`config.mk`:
```
export PLATFORM = sky130hd
export DESIGN_NAME = ysyx_23060208_axi_rmaster_flat
export DESIGN_NICKNAME = d
export VERILOG_FILES = /design/src/rtl/ysyx_23060208_axi_rmaster_if.sv /design/src/rtl/ysyx_23060208_axi_rmaster.sv /design/src/flat_wrapper.sv
export SDC_FILE = /design/constraint.sdc
export NUM_CORES = 1
export LEC_CHECK = 0
export BUFFER_PORTS_ARGS = -buffer_cell sky130_fd_sc_hd__buf_2
export CAP_MARGIN = 20
export CORE_MARGIN = 4
export CORE_UTILIZATION = 45
export DETAILED_ROUTE_END_ITERATION = 10
export PLACE_DENSITY_LB_ADDON = 0.25
export SYNTH_ARGS = -nofsm -noshare
export SYNTH_HDL_FRONTEND = slang
export SYNTH_SLANG_ARGS = --single-unit
```
`constraint.sdc`:
```
create_clock -name clock -period 2.5 [get_ports clock]
set_input_delay 0.5 -clock clock [delete_from_list [all_inputs] [get_ports clock]]
set_output_delay 0.5 -clock clock [all_outputs]
set_load 0.02 [all_outputs]
```
`src/rtl/ysyx_23060208_axi_rmaster_if.sv`:
```
// Bundle of core request/response and AXI read-channel signals for ysyx_23060208_axi_rmaster.
// The master modport is the read master's view; slave is the core/bus side.
interface ysyx_23060208_axi_rmaster_if #(
    parameter int DATA_WIDTH = 32
);
    logic                      req_valid;
    logic                      req_ready;
    logic [DATA_WIDTH-1:0]     req_addr;
    logic [2:0]                req_size;
    logic [3:0]                req_id;

    logic                      resp_valid;
    logic                      resp_ready;
    logic [DATA_WIDTH*2-1:0]   resp_data;
    logic                      resp_err;

    logic [DATA_WIDTH-1:0]     master_araddr;
    logic                      master_arvalid;
    logic [3:0]                master_arid;
    logic [7:0]                master_arlen;
    logic [2:0]                master_arsize;
    logic [1:0]                master_arburst;
    logic                      master_arready;

    logic                      master_rvalid;
    logic [DATA_WIDTH*2-1:0]   master_rdata;
    logic [1:0]                master_rresp;
    logic                      master_rlast;
    logic [3:0]                master_rid;
    logic                      master_rready;

    modport master (
        input  req_valid, req_addr, req_size, req_id, resp_ready,
        input  master_arready,
        input  master_rvalid, master_rdata, master_rresp, master_rlast, master_rid,
        output req_ready, resp_valid, resp_data, resp_err,
        output master_araddr, master_arvalid, master_arid, master_arlen, master_arsize,
        output master_arburst, master_rready
    );

    modport slave (
        output req_valid, req_addr, req_size, req_id, resp_ready,
        output master_arready,
        output master_rvalid, master_rdata, master_rresp, master_rlast, master_rid,
        input  req_ready, resp_valid, resp_data, resp_err,
        input  master_araddr, master_arvalid, master_arid, master_arlen, master_arsize,
        input  master_arburst, master_rready
    );
endinterface

```
`src/rtl/ysyx_23060208_axi_rmaster.sv`:
```
// Single-outstanding AXI read master: one request, one single-beat AR, one response.
// Define YSYX_23060208_RD_TIMEOUT_EN to abort the R wait after TIMEOUT cycles.
module ysyx_23060208_axi_rmaster #(
    parameter int DATA_WIDTH = 32,
    parameter int TIMEOUT    = 255
) (
    input logic                           clock,
    input logic                           reset,
    ysyx_23060208_axi_rmaster_if.master   bus
);
    localparam logic [1:0] IDLE = 2'd0;
    localparam logic [1:0] ADDR = 2'd1;
    localparam logic [1:0] DATA = 2'd2;
    localparam logic [1:0] RESP = 2'd3;

    logic [1:0]              state_q;
    logic [DATA_WIDTH-1:0]   araddr_q;
    logic [3:0]              arid_q;
    logic [2:0]              arsize_q;
    logic                    arvalid_q;
    logic                    resp_valid_q;
    logic [DATA_WIDTH*2-1:0] resp_data_q;
    logic                    resp_err_q;
    logic                    sticky_err_q;

    logic beat;
    logic id_match;
    logic final_beat;

    assign beat       = (state_q == DATA) && bus.master_rvalid;
    assign id_match   = (bus.master_rid == arid_q);
    assign final_beat = beat && id_match && bus.master_rlast;

`ifdef YSYX_23060208_RD_TIMEOUT_EN
    localparam int CntW = (TIMEOUT < 2) ? 1 : $clog2(TIMEOUT + 1);

    logic [CntW-1:0] wait_cnt_q;
    logic            timed_out;

    assign timed_out = (state_q == DATA) && !final_beat && (wait_cnt_q == CntW'(TIMEOUT - 1));

    always_ff @(posedge clock or negedge reset) begin
        if (!reset) begin
            wait_cnt_q <= '0;
        end else if (state_q == ADDR) begin
            wait_cnt_q <= '0;
        end else if (state_q == DATA) begin
            wait_cnt_q <= wait_cnt_q + CntW'(1);
        end
    end
`else
    logic timed_out;
    logic unused_timeout;

    assign timed_out      = 1'b0;
    assign unused_timeout = ^TIMEOUT;
`endif

    always_ff @(posedge clock or negedge reset) begin
        if (!reset) begin
            state_q      <= IDLE;
            araddr_q     <= '0;
            arid_q       <= '0;
            arsize_q     <= '0;
            arvalid_q    <= 1'b0;
            resp_valid_q <= 1'b0;
            resp_data_q  <= '0;
            resp_err_q   <= 1'b0;
            sticky_err_q <= 1'b0;
        end else begin
            case (state_q)
                IDLE: begin
                    if (bus.req_valid) begin
                        state_q      <= ADDR;
                        araddr_q     <= bus.req_addr;
                        arid_q       <= bus.req_id;
                        arsize_q     <= bus.req_size;
                        arvalid_q    <= 1'b1;
                        resp_err_q   <= 1'b0;
                        sticky_err_q <= 1'b0;
                    end
                end
                ADDR: begin
                    if (bus.master_arready) begin
                        state_q   <= DATA;
                        arvalid_q <= 1'b0;
                    end
                end
                DATA: begin
                    if (final_beat) begin
                        state_q      <= RESP;
                        resp_valid_q <= 1'b1;
                        resp_data_q  <= bus.master_rdata;
                        resp_err_q   <= sticky_err_q || (bus.master_rresp != 2'b00);
                    end else if (timed_out) begin
                        state_q      <= RESP;
                        resp_valid_q <= 1'b1;
                        resp_data_q  <= '0;
                        resp_err_q   <= 1'b1;
                    end else if (beat && id_match) begin
                        // Non-last beat of a single-beat burst is a protocol error.
                        sticky_err_q <= 1'b1;
                    end
                end
                RESP: begin
                    if (bus.resp_ready) begin
                        state_q      <= IDLE;
                        resp_valid_q <= 1'b0;
                    end
                end
                default: state_q <= IDLE;
            endcase
        end
    end

    assign bus.req_ready      = (state_q == IDLE);
    assign bus.master_rready  = (state_q == DATA);
    assign bus.master_arvalid = arvalid_q;
    assign bus.master_araddr  = araddr_q;
    assign bus.master_arid    = arid_q;
    assign bus.master_arsize  = arsize_q;
    assign bus.master_arlen   = 8'd0;
    assign bus.master_arburst = 2'b01;
    assign bus.resp_valid     = resp_valid_q;
    assign bus.resp_data      = resp_data_q;
    assign bus.resp_err       = resp_err_q;
endmodule

```
`src/flat_wrapper.sv`:
```
// flat-port wrapper written by rule: the top's interface ports become plain ports
module ysyx_23060208_axi_rmaster_flat 
#(
    parameter int DATA_WIDTH = 32,
    parameter int TIMEOUT    = 255
)
  (clock, reset, bus_req_valid, bus_req_addr, bus_req_size, bus_req_id, bus_resp_ready, bus_master_arready, bus_master_rvalid, bus_master_rdata, bus_master_rresp, bus_master_rlast, bus_master_rid, bus_req_ready, bus_resp_valid, bus_resp_data, bus_resp_err, bus_master_araddr, bus_master_arvalid, bus_master_arid, bus_master_arlen, bus_master_arsize, bus_master_arburst, bus_master_rready);
  ysyx_23060208_axi_rmaster_if #(.DATA_WIDTH(DATA_WIDTH)) bus_i ();
  input logic clock;
  input logic reset;
  input wire logic [$bits(bus_i.req_valid)-1:0] bus_req_valid;
  input wire logic [$bits(bus_i.req_addr)-1:0] bus_req_addr;
  input wire logic [$bits(bus_i.req_size)-1:0] bus_req_size;
  input wire logic [$bits(bus_i.req_id)-1:0] bus_req_id;
  input wire logic [$bits(bus_i.resp_ready)-1:0] bus_resp_ready;
  input wire logic [$bits(bus_i.master_arready)-1:0] bus_master_arready;
  input wire logic [$bits(bus_i.master_rvalid)-1:0] bus_master_rvalid;
  input wire logic [$bits(bus_i.master_rdata)-1:0] bus_master_rdata;
  input wire logic [$bits(bus_i.master_rresp)-1:0] bus_master_rresp;
  input wire logic [$bits(bus_i.master_rlast)-1:0] bus_master_rlast;
  input wire logic [$bits(bus_i.master_rid)-1:0] bus_master_rid;
  output wire logic [$bits(bus_i.req_ready)-1:0] bus_req_ready;
  output wire logic [$bits(bus_i.resp_valid)-1:0] bus_resp_valid;
  output wire logic [$bits(bus_i.resp_data)-1:0] bus_resp_data;
  output wire logic [$bits(bus_i.resp_err)-1:0] bus_resp_err;
  output wire logic [$bits(bus_i.master_araddr)-1:0] bus_master_araddr;
  output wire logic [$bits(bus_i.master_arvalid)-1:0] bus_master_arvalid;
  output wire logic [$bits(bus_i.master_arid)-1:0] bus_master_arid;
  output wire logic [$bits(bus_i.master_arlen)-1:0] bus_master_arlen;
  output wire logic [$bits(bus_i.master_arsize)-1:0] bus_master_arsize;
  output wire logic [$bits(bus_i.master_arburst)-1:0] bus_master_arburst;
  output wire logic [$bits(bus_i.master_rready)-1:0] bus_master_rready;
  assign bus_i.req_valid = bus_req_valid;
  assign bus_i.req_addr = bus_req_addr;
  assign bus_i.req_size = bus_req_size;
  assign bus_i.req_id = bus_req_id;
  assign bus_i.resp_ready = bus_resp_ready;
  assign bus_i.master_arready = bus_master_arready;
  assign bus_i.master_rvalid = bus_master_rvalid;
  assign bus_i.master_rdata = bus_master_rdata;
  assign bus_i.master_rresp = bus_master_rresp;
  assign bus_i.master_rlast = bus_master_rlast;
  assign bus_i.master_rid = bus_master_rid;
  assign bus_req_ready = bus_i.req_ready;
  assign bus_resp_valid = bus_i.resp_valid;
  assign bus_resp_data = bus_i.resp_data;
  assign bus_resp_err = bus_i.resp_err;
  assign bus_master_araddr = bus_i.master_araddr;
  assign bus_master_arvalid = bus_i.master_arvalid;
  assign bus_master_arid = bus_i.master_arid;
  assign bus_master_arlen = bus_i.master_arlen;
  assign bus_master_arsize = bus_i.master_arsize;
  assign bus_master_arburst = bus_i.master_arburst;
  assign bus_master_rready = bus_i.master_rready;
  ysyx_23060208_axi_rmaster #(.DATA_WIDTH(DATA_WIDTH), .TIMEOUT(TIMEOUT)) u_core (.clock(clock), .reset(reset), .bus(bus_i));
endmodule
```
==> flow_summary.yaml, run 1 <==
outcome:
  outcome: "finished clean"
global_route:
  maximum_number_of_pins_on_one_net_before_global_route_repair: 46
  overflow: 0
  grt_first_pass_wirelength_mm: 15.5
  antenna_violations_before_repair: 1
  via_count_of_the_first_global_routing_pass: 3198
  groute.usage.overall_pct: 17.0
power:
  max-vdd-ir-drop_v: 0.000670
  sequentialPowerShare_pct: 40.9
  sw_frac_of_total_pct: 35.4
  internal_power_uw: 4150
  static-leakage-power_uw: 0.00327
  clock_network_power_share_pct: 19.8
  net-switching-power_uw: 2270
  cellPowerDensity_nw_per_um2: 1070
  power.combinational.fraction_pct: 39.3
worst_setup_path:
  critPathRequiredTime_ps: 2750
  worstSetupPathType: "flop to flop"
  setup.worst_path.end_class: "flop"
  worst_r2r_startpoint: "u_core.bus.master_arid[1]"
  cp-start-kind: "flop"
  reg2reg_to: "u_core.bus.resp_data[34]"
  worst_reg_to_reg_path_cell_count: 6
  ff2ff_setup_slack_ps: 560
  worstPathMaxFanout: 23
  critPathArrivalTime_ps: 2190
place:
  placed_cells: 629
  buffer_ports.inserted: 223
  place_hpwl_mm: 7.75
  gp_routability_congestion: 0.743
  placed_cell_area_um2: 5740
route:
  dr.first_iter.drc_count: 128
  first_drt_pass_iteration_count: 4
  wire_per_inst_um: 15.4
  drtAntennaViolNets: 0
  via_count: 3019
  avgViaCountPerCell: 4.68
  routed_wl_mm: 9.95
  remaining_drc_errors: 0
final_layout:
  drive_above_1_share_pct: 67.6
  total_of_fill_cells_in_the_finished_design: 802
  final-seq-area_um2: 2730
  postLayoutCellArea_um2: 5980
  multi_input_area_um2: 1590
  number_of_antenna_repair_diodes: 0
  final_net_count: 628
  areaGrowthSynthToFinish_pct: 32.7
  final_cell_count_no_fill: 645
cts:
  worst_skew_late_latency_ps: 360
  worst_path_clk_slew_ps: 100
  postCtsSetupBuffers: 0
  ctsHtreeMaxLevel: 3
  post_cts_hold_buffer_count: 0
  numCtsBuffers: 9
  cts_buffer_depth: 2
  clk_root_buffer_cell: "clkbuf_8"
  number_of_sinks_handled_by_clock_tree_synthesis: 109
  tritoncts: "built"
  post_cts_resized: 0
timing:
  timing.final.max_slew_violations: 0
  final.setup.tns_ps: 0
  worst_slew_margin_relative_to_its_limit_pct: 61.7
  worst_pin_slew_ps: 574
  skew_ps: 6.80
  timing.final.crit_period_ps: 1940
  finalHoldViolCount: 0
  grt_setup_unrepaired: "no"
  fmax_ghz: 0.515
  fin_crit_share_pct: 77.7
  timing.final.setup_violations: 0
synth:
  asyncSetResetFlopFracSynth_pct: 100
  synthDistinctLibCells: 31
  synth_enable_flop_cells: 0
  syn_area_per_cell_um2: 16.2
  synth_cells: 278
  synthFlopType: "dfrtp_1"
  ys_warn_count: 0
  synth_seq_cells: 109
  synth_seq_area_share_pct: 60.5
  post_synth_instance_area_um2: 4510
floorplan:
  dieHeight_um: 108
  die_outline_area_um2: 11700
  num_io_pins: 234
  std_cell_rows: 36
  die-width_um: 108
  core_area_um2: 9770
  initial_utilization_pct: 46.1
flow_run:
  max-cap-violations: 0
worst_hold_path:
  holdCritPathClass: "primary input to asynchronous set/reset pin"
[worst max-delay path: stages, from the launching register on]
cell and delay (ps):
dfrtp_1 410, xnor2_1 240, nand4_2 190, nor2_4 170, buf_12 190, buf_4 260, mux2_2 360
[stage by stage]
stage          hold WS (ps)  utilization [%]  worst slack (ps)  total power [µW]
3_3_place_gp            465             58.7               400              5150
2_1_floorplan           204                -               575              4290
6_report                125             61.2               558              6420
4_1_cts                 126             61.2               533              6520
3_5_place_dp            474             58.7               355              5230
5_1_grt                 141             61.2               449              6810
[placed cells by master (no fill, tap or decap), drive strengths merged]
cell type	n
nor3	1
nor2	2
o21ba	1
or3	1
ha	5
o32a	1
nand4	1
clkbuf	10
mux2	104
dfrtp	109
conb	10
nand3	1
nand2	5
mux2i	1
and3	1
buf	231
clkinv	2
bufinv	3
o2bb2ai	1
o221ai	1
inv	8
o31a	1
a21oi	3
o21ai	4
xnor2	4
a211o	1
[how the worst max path moves through the flow]
stage                              start                  endpoint  slack [ps]  cells after the start
2_1_floorplan          u_core.state_q[0]  u_core.bus.resp_data[10]         570                      7
3_3_place_gp           bus_master_rid[1]  u_core.bus.resp_data[24]         400                      7
3_5_place_dp           bus_master_rid[1]  u_core.bus.resp_data[63]         350                      7
4_1_cts        u_core.bus.master_arid[1]  u_core.bus.resp_data[34]         530                      6
5_1_grt        u_core.bus.master_arid[0]  u_core.bus.resp_data[34]         450                      6
6_report       u_core.bus.master_arid[1]  u_core.bus.resp_data[34]         560                      6
[layer usage]
metal	GRT usage [%]	wire, µm
met1	20.8	3900
met5	0	7
met2	27.3	4660
met4	5.23	119
met3	7.28	1260
[cells in the mapped netlist (2+ instances only)]
cell | instances | area [µm²]
mux2_2 | 66 | 743
nand2_1 | 5 | 18.8
buf_2 | 2 | 10.0
ha_1 | 5 | 62.6
buf_12 | 3 | 60.1
clkbuf_1 | 2 | 7.51
mux2_4 | 30 | 450
o21ai_1 | 2 | 10.0
mux2_1 | 8 | 90.1
a21oi_1 | 3 | 15.0
xnor2_1 | 4 | 35.0
conb_1 | 2 | 7.51
buf_8 | 2 | 30.0
buf_4 | 12 | 90.1
dfrtp_1 | 109 | 2730
o21ai_0 | 2 | 10.0
inv_1 | 7 | 26.3
[sequential cells by signal (all words and copies together), names as in the netlist]
register and cells:
u_core.bus.master_arsize 3, u_core.bus.master_araddr 32, u_core.state_q 2, u_core.sticky_err_q 1
u_core.bus.resp_err 1, u_core.bus.master_arid 4, u_core.bus.resp_data 64, u_core.bus.resp_valid 1
u_core.bus.master_arvalid 1
[layout make-up]
| cell class | instances | share of cell area [%] |
|---|---|---|
| Multi-Input combinational cell | 149 | 26.5 |
| Sequential cell | 109 | 45.6 |
| Clock buffer | 10 | 2.30 |
| Timing Repair Buffer | 231 | 20.5 |
| Inverter | 7 | 0.439 |
| Tap cell | 133 | 2.78 |
| Clock inverter | 6 | 1.82 |
[logic make-up after synthesis]
family,Yosys count,share of synthesized area [%]
adder cells (fa/ha/maj),5,1.39
AND/OR/NAND/NOR,12,1.53
AO/OA/AOI/OAI,13,2.00
multiplexers,105,28.7
other,2,0.167
XOR/XNOR,4,0.777
buffers and inverters,28,4.97
flip-flops,109,60.5
[power by group through the flow]
| stage | Clock, µW | Combinational [µW] | Sequential, µW |
|---|---|---|---|
| finish | 1270 | 2520 | 2620 |
| global route | 1380 | 2730 | 2700 |
| CTS | 1320 | 2560 | 2640 |
| detailed placement | 0 | 2560 | 2670 |
| global placement | 0 | 2510 | 2640 |
| floorplan | 0 | 973 | 3320 |
Note: power is estimated with default switching activity, not from simulation.
==> run 2: changes to the inputs <==
- CORE_UTILIZATION: 45 -> 41
- clock period: 2.5 -> 1.7 ns (I/O delays scaled with it)
==> flow_summary.yaml, run 2 (synthesis gave the netlist of run 1 again) <==
worst_setup_path:
  critPathArrivalTime_ps: 1960
  worstPathMaxFanout: 3
  master_of_the_slowest_instance_on_the_critical_path: "dfrtp_2"
  ff2ff_setup_slack_ps: 2
  cp-start-kind: "flop"
  worst_r2r_startpoint: "u_core.state_q[1]"
  timing.critical_path.cells: "buf_4 -> ha_1 -> inv_1 -> o221ai_1 -> o21ba_2 -> mux2_2"
  path_buf_inv: 2
  reg2reg_to: "u_core.state_q[1]"
  worstSetupPathType: "flop to flop"
  top_cell_family_by_delay_on_the_critical_path: "flip-flops"
  critPathRequiredTime_ps: 1960
  setup.worst_path.end_class: "flop"
  critical-path-max-stage-delay_ps: 440
  worst_reg_to_reg_path_cell_count: 6
place:
  gp_routability_congestion: 0.825
  placed_cells: 652
  place_hpwl_mm: 8.29
  placed_cell_area_um2: 5930
  buffer_ports.inserted: 223
floorplan:
  num_io_pins: 234
  die-width_um: 113
  die_outline_area_um2: 12700
  dieHeight_um: 113
  std_cell_rows: 38
  initial_utilization_pct: 41.8
  core_area_um2: 10800
global_route:
  maximum_number_of_pins_on_one_net_before_global_route_repair: 40
  grt_first_pass_wirelength_mm: 16.8
  antenna_violations_before_repair: 0
  via_count_of_the_first_global_routing_pass: 3398
  overflow: 0
  groute.usage.overall_pct: 16.9
final_layout:
  postLayoutCellArea_um2: 6250
  layout.cells.most_common_list: "220 x buf_2, 105 x dfrtp_1, 65 x mux2_2"
  most_common_cell_after_layout_fill_and_taps_aside: "buf_2"
  flip_flop_count_of_the_largest_register_all_copies_and_words_added: 64
  number_of_antenna_repair_diodes: 0
  drive_above_1_share_pct: 71.7
  final_net_count: 650
  areaGrowthSynthToFinish_pct: 38.6
  final_cell_count_no_fill: 674
power:
  net-switching-power_uw: 3420
  static-leakage-power_uw: 0.00338
  cellPowerDensity_nw_per_um2: 1520
  clock_network_power_share_pct: 16.1
  sw_frac_of_total_pct: 35.9
  sequentialPowerShare_pct: 40.8
  power.combinational.fraction_pct: 43.1
  internal_power_uw: 6100
  max-vdd-ir-drop_v: 0.000934
cts:
  number_of_sinks_handled_by_clock_tree_synthesis: 109
  ctsHtreeMaxLevel: 3
  tritoncts: "built"
  clk_root_buffer_cell: "clkbuf_8"
  worst_path_clk_slew_ps: 90
  worst_skew_late_latency_ps: 370
  numCtsBuffers: 9
  cts_buffer_depth: 2
timing:
  fin_crit_share_pct: 99.9
  timing.final.crit_period_ps: 1700
  skew_ps: 4.70
  timing.final.max_slew_violations: 0
  finalHoldViolCount: 0
  grt_setup_unrepaired: "yes"
  timing.final.setup_violations: 0
  fmax_ghz: 0.589
route:
  dr.first_iter.drc_count: 89
  via_count: 3130
  routed_wl_mm: 10.6
  avgViaCountPerCell: 4.64
  drtAntennaViolNets: 0
  wire_per_inst_um: 15.8
  remaining_drc_errors: 0
  first_drt_pass_iteration_count: 4
worst_hold_path:
  whs_endpoint: "u_core.bus.master_araddr[24]"
  holdCritStartpoint: "bus_req_addr[24]"
  min_delay_path_depth: 2
  holdCritPathClass: "primary input to flop"
outcome:
  outcome: "finished clean"
flow_run:
  max-cap-violations: 0
-- run 2: cell count changes in the layout (fill, tap and decap cells not counted), moves of 3 or more --
| cell | before | now |
|---|---|---|
| buf_12 | 4 | 7 |
| buf_4 | 5 | 20 |
| buf_6 | 0 | 5 |
| clkbuf_1 | 0 | 5 |
| dfrtp_1 | 109 | 105 |
| dfrtp_2 | 0 | 4 |
| mux2_1 | 8 | 0 |
| mux2_4 | 30 | 39 |
| xnor2_1 | 4 | 0 |
| xnor2_2 | 0 | 4 |
-- run 2: layout make-up --
type                    count  area (µm²)
inverters                   7        26.3
flip-flops and latches    109        2730
clock inverters             1        30.0
well taps                 140         175
fillers                   927        4540
clock buffers              15         156
multi-input cells         149        1670
repair buffers            253        1460
-- run 2: worst max-delay path by stage --
stage,endpoint,cells after the start,from
5_1_grt,u_core.state_q[1],6,u_core.bus.master_arid[1]
3_5_place_dp,u_core.bus.resp_data[24],6,bus_master_rid[0]
4_1_cts,bus_req_ready,4,u_core.state_q[1]
6_report,u_core.state_q[1],6,u_core.state_q[1]
2_1_floorplan,u_core.bus.resp_data[10],7,u_core.state_q[0]
3_3_place_gp,u_core.bus.resp_data[35],7,bus_master_rid[0]
-- run 2: power by group through the flow --
stage / clock, µW / combinational, µW / sequential [µW]
2_1_floorplan: 0 / 1470 / 4900
3_3_place_gp: 0 / 3880 / 3870
3_5_place_dp: 0 / 3960 / 3920
4_1_cts: 1590 / 4080 / 3880
5_1_grt: 1700 / 4420 / 4000
6_report: 1530 / 4110 / 3880
-- run 2: stage by stage --
step | utilization (%) | hold slack [ps] | total power [µW] | worst slack [ps] | TNS (ps)
after global placement | 54.9 | 317 | 7740 | -46.2 | -1810
after global routing | 57.9 | 158 | 10100 | -64.7 | -1520
after CTS | 57.3 | 156 | 9550 | -36.9 | -46.0
after detailed placement | 54.9 | 321 | 7880 | -71.3 | -2540
final | 57.9 | 192 | 9520 | 2.05 | 0
after floorplan | - | 44.4 | 6370 | 18.8 | 0
-- run 2: worst register-to-register path: cells and delay by family, from the launching register on --
family                   cells  cell delay, ps
flip-flops                   1             440
AO/OA/AOI/OAI                2             430
multiplexers                 1             330
buffers and inverters        2             210
adder cells (fa/ha/maj)      1             190
-- run 2: layer usage --
metal	vias to the layer above	GRT usage [%]	wire [µm]
met1	1528	20.4	4310
met3	14	7.01	1180
li1	1437	-	-
met4	0	7.77	208
met2	151	26.5	4940
met5	-	0	0
-- run 2: repair_timing --
| action | CTS | global route |
|---|---|---|
| endpoints found under the hold margin | 26 | 0 |
| hold buffers | 1 | 0 |
| setup buffers | 3 | 2 |
| gates resized for setup | 9 | 14 |
| setup endpoints to repair | 63 | 60 |
| pin swaps | 2 | 1 |
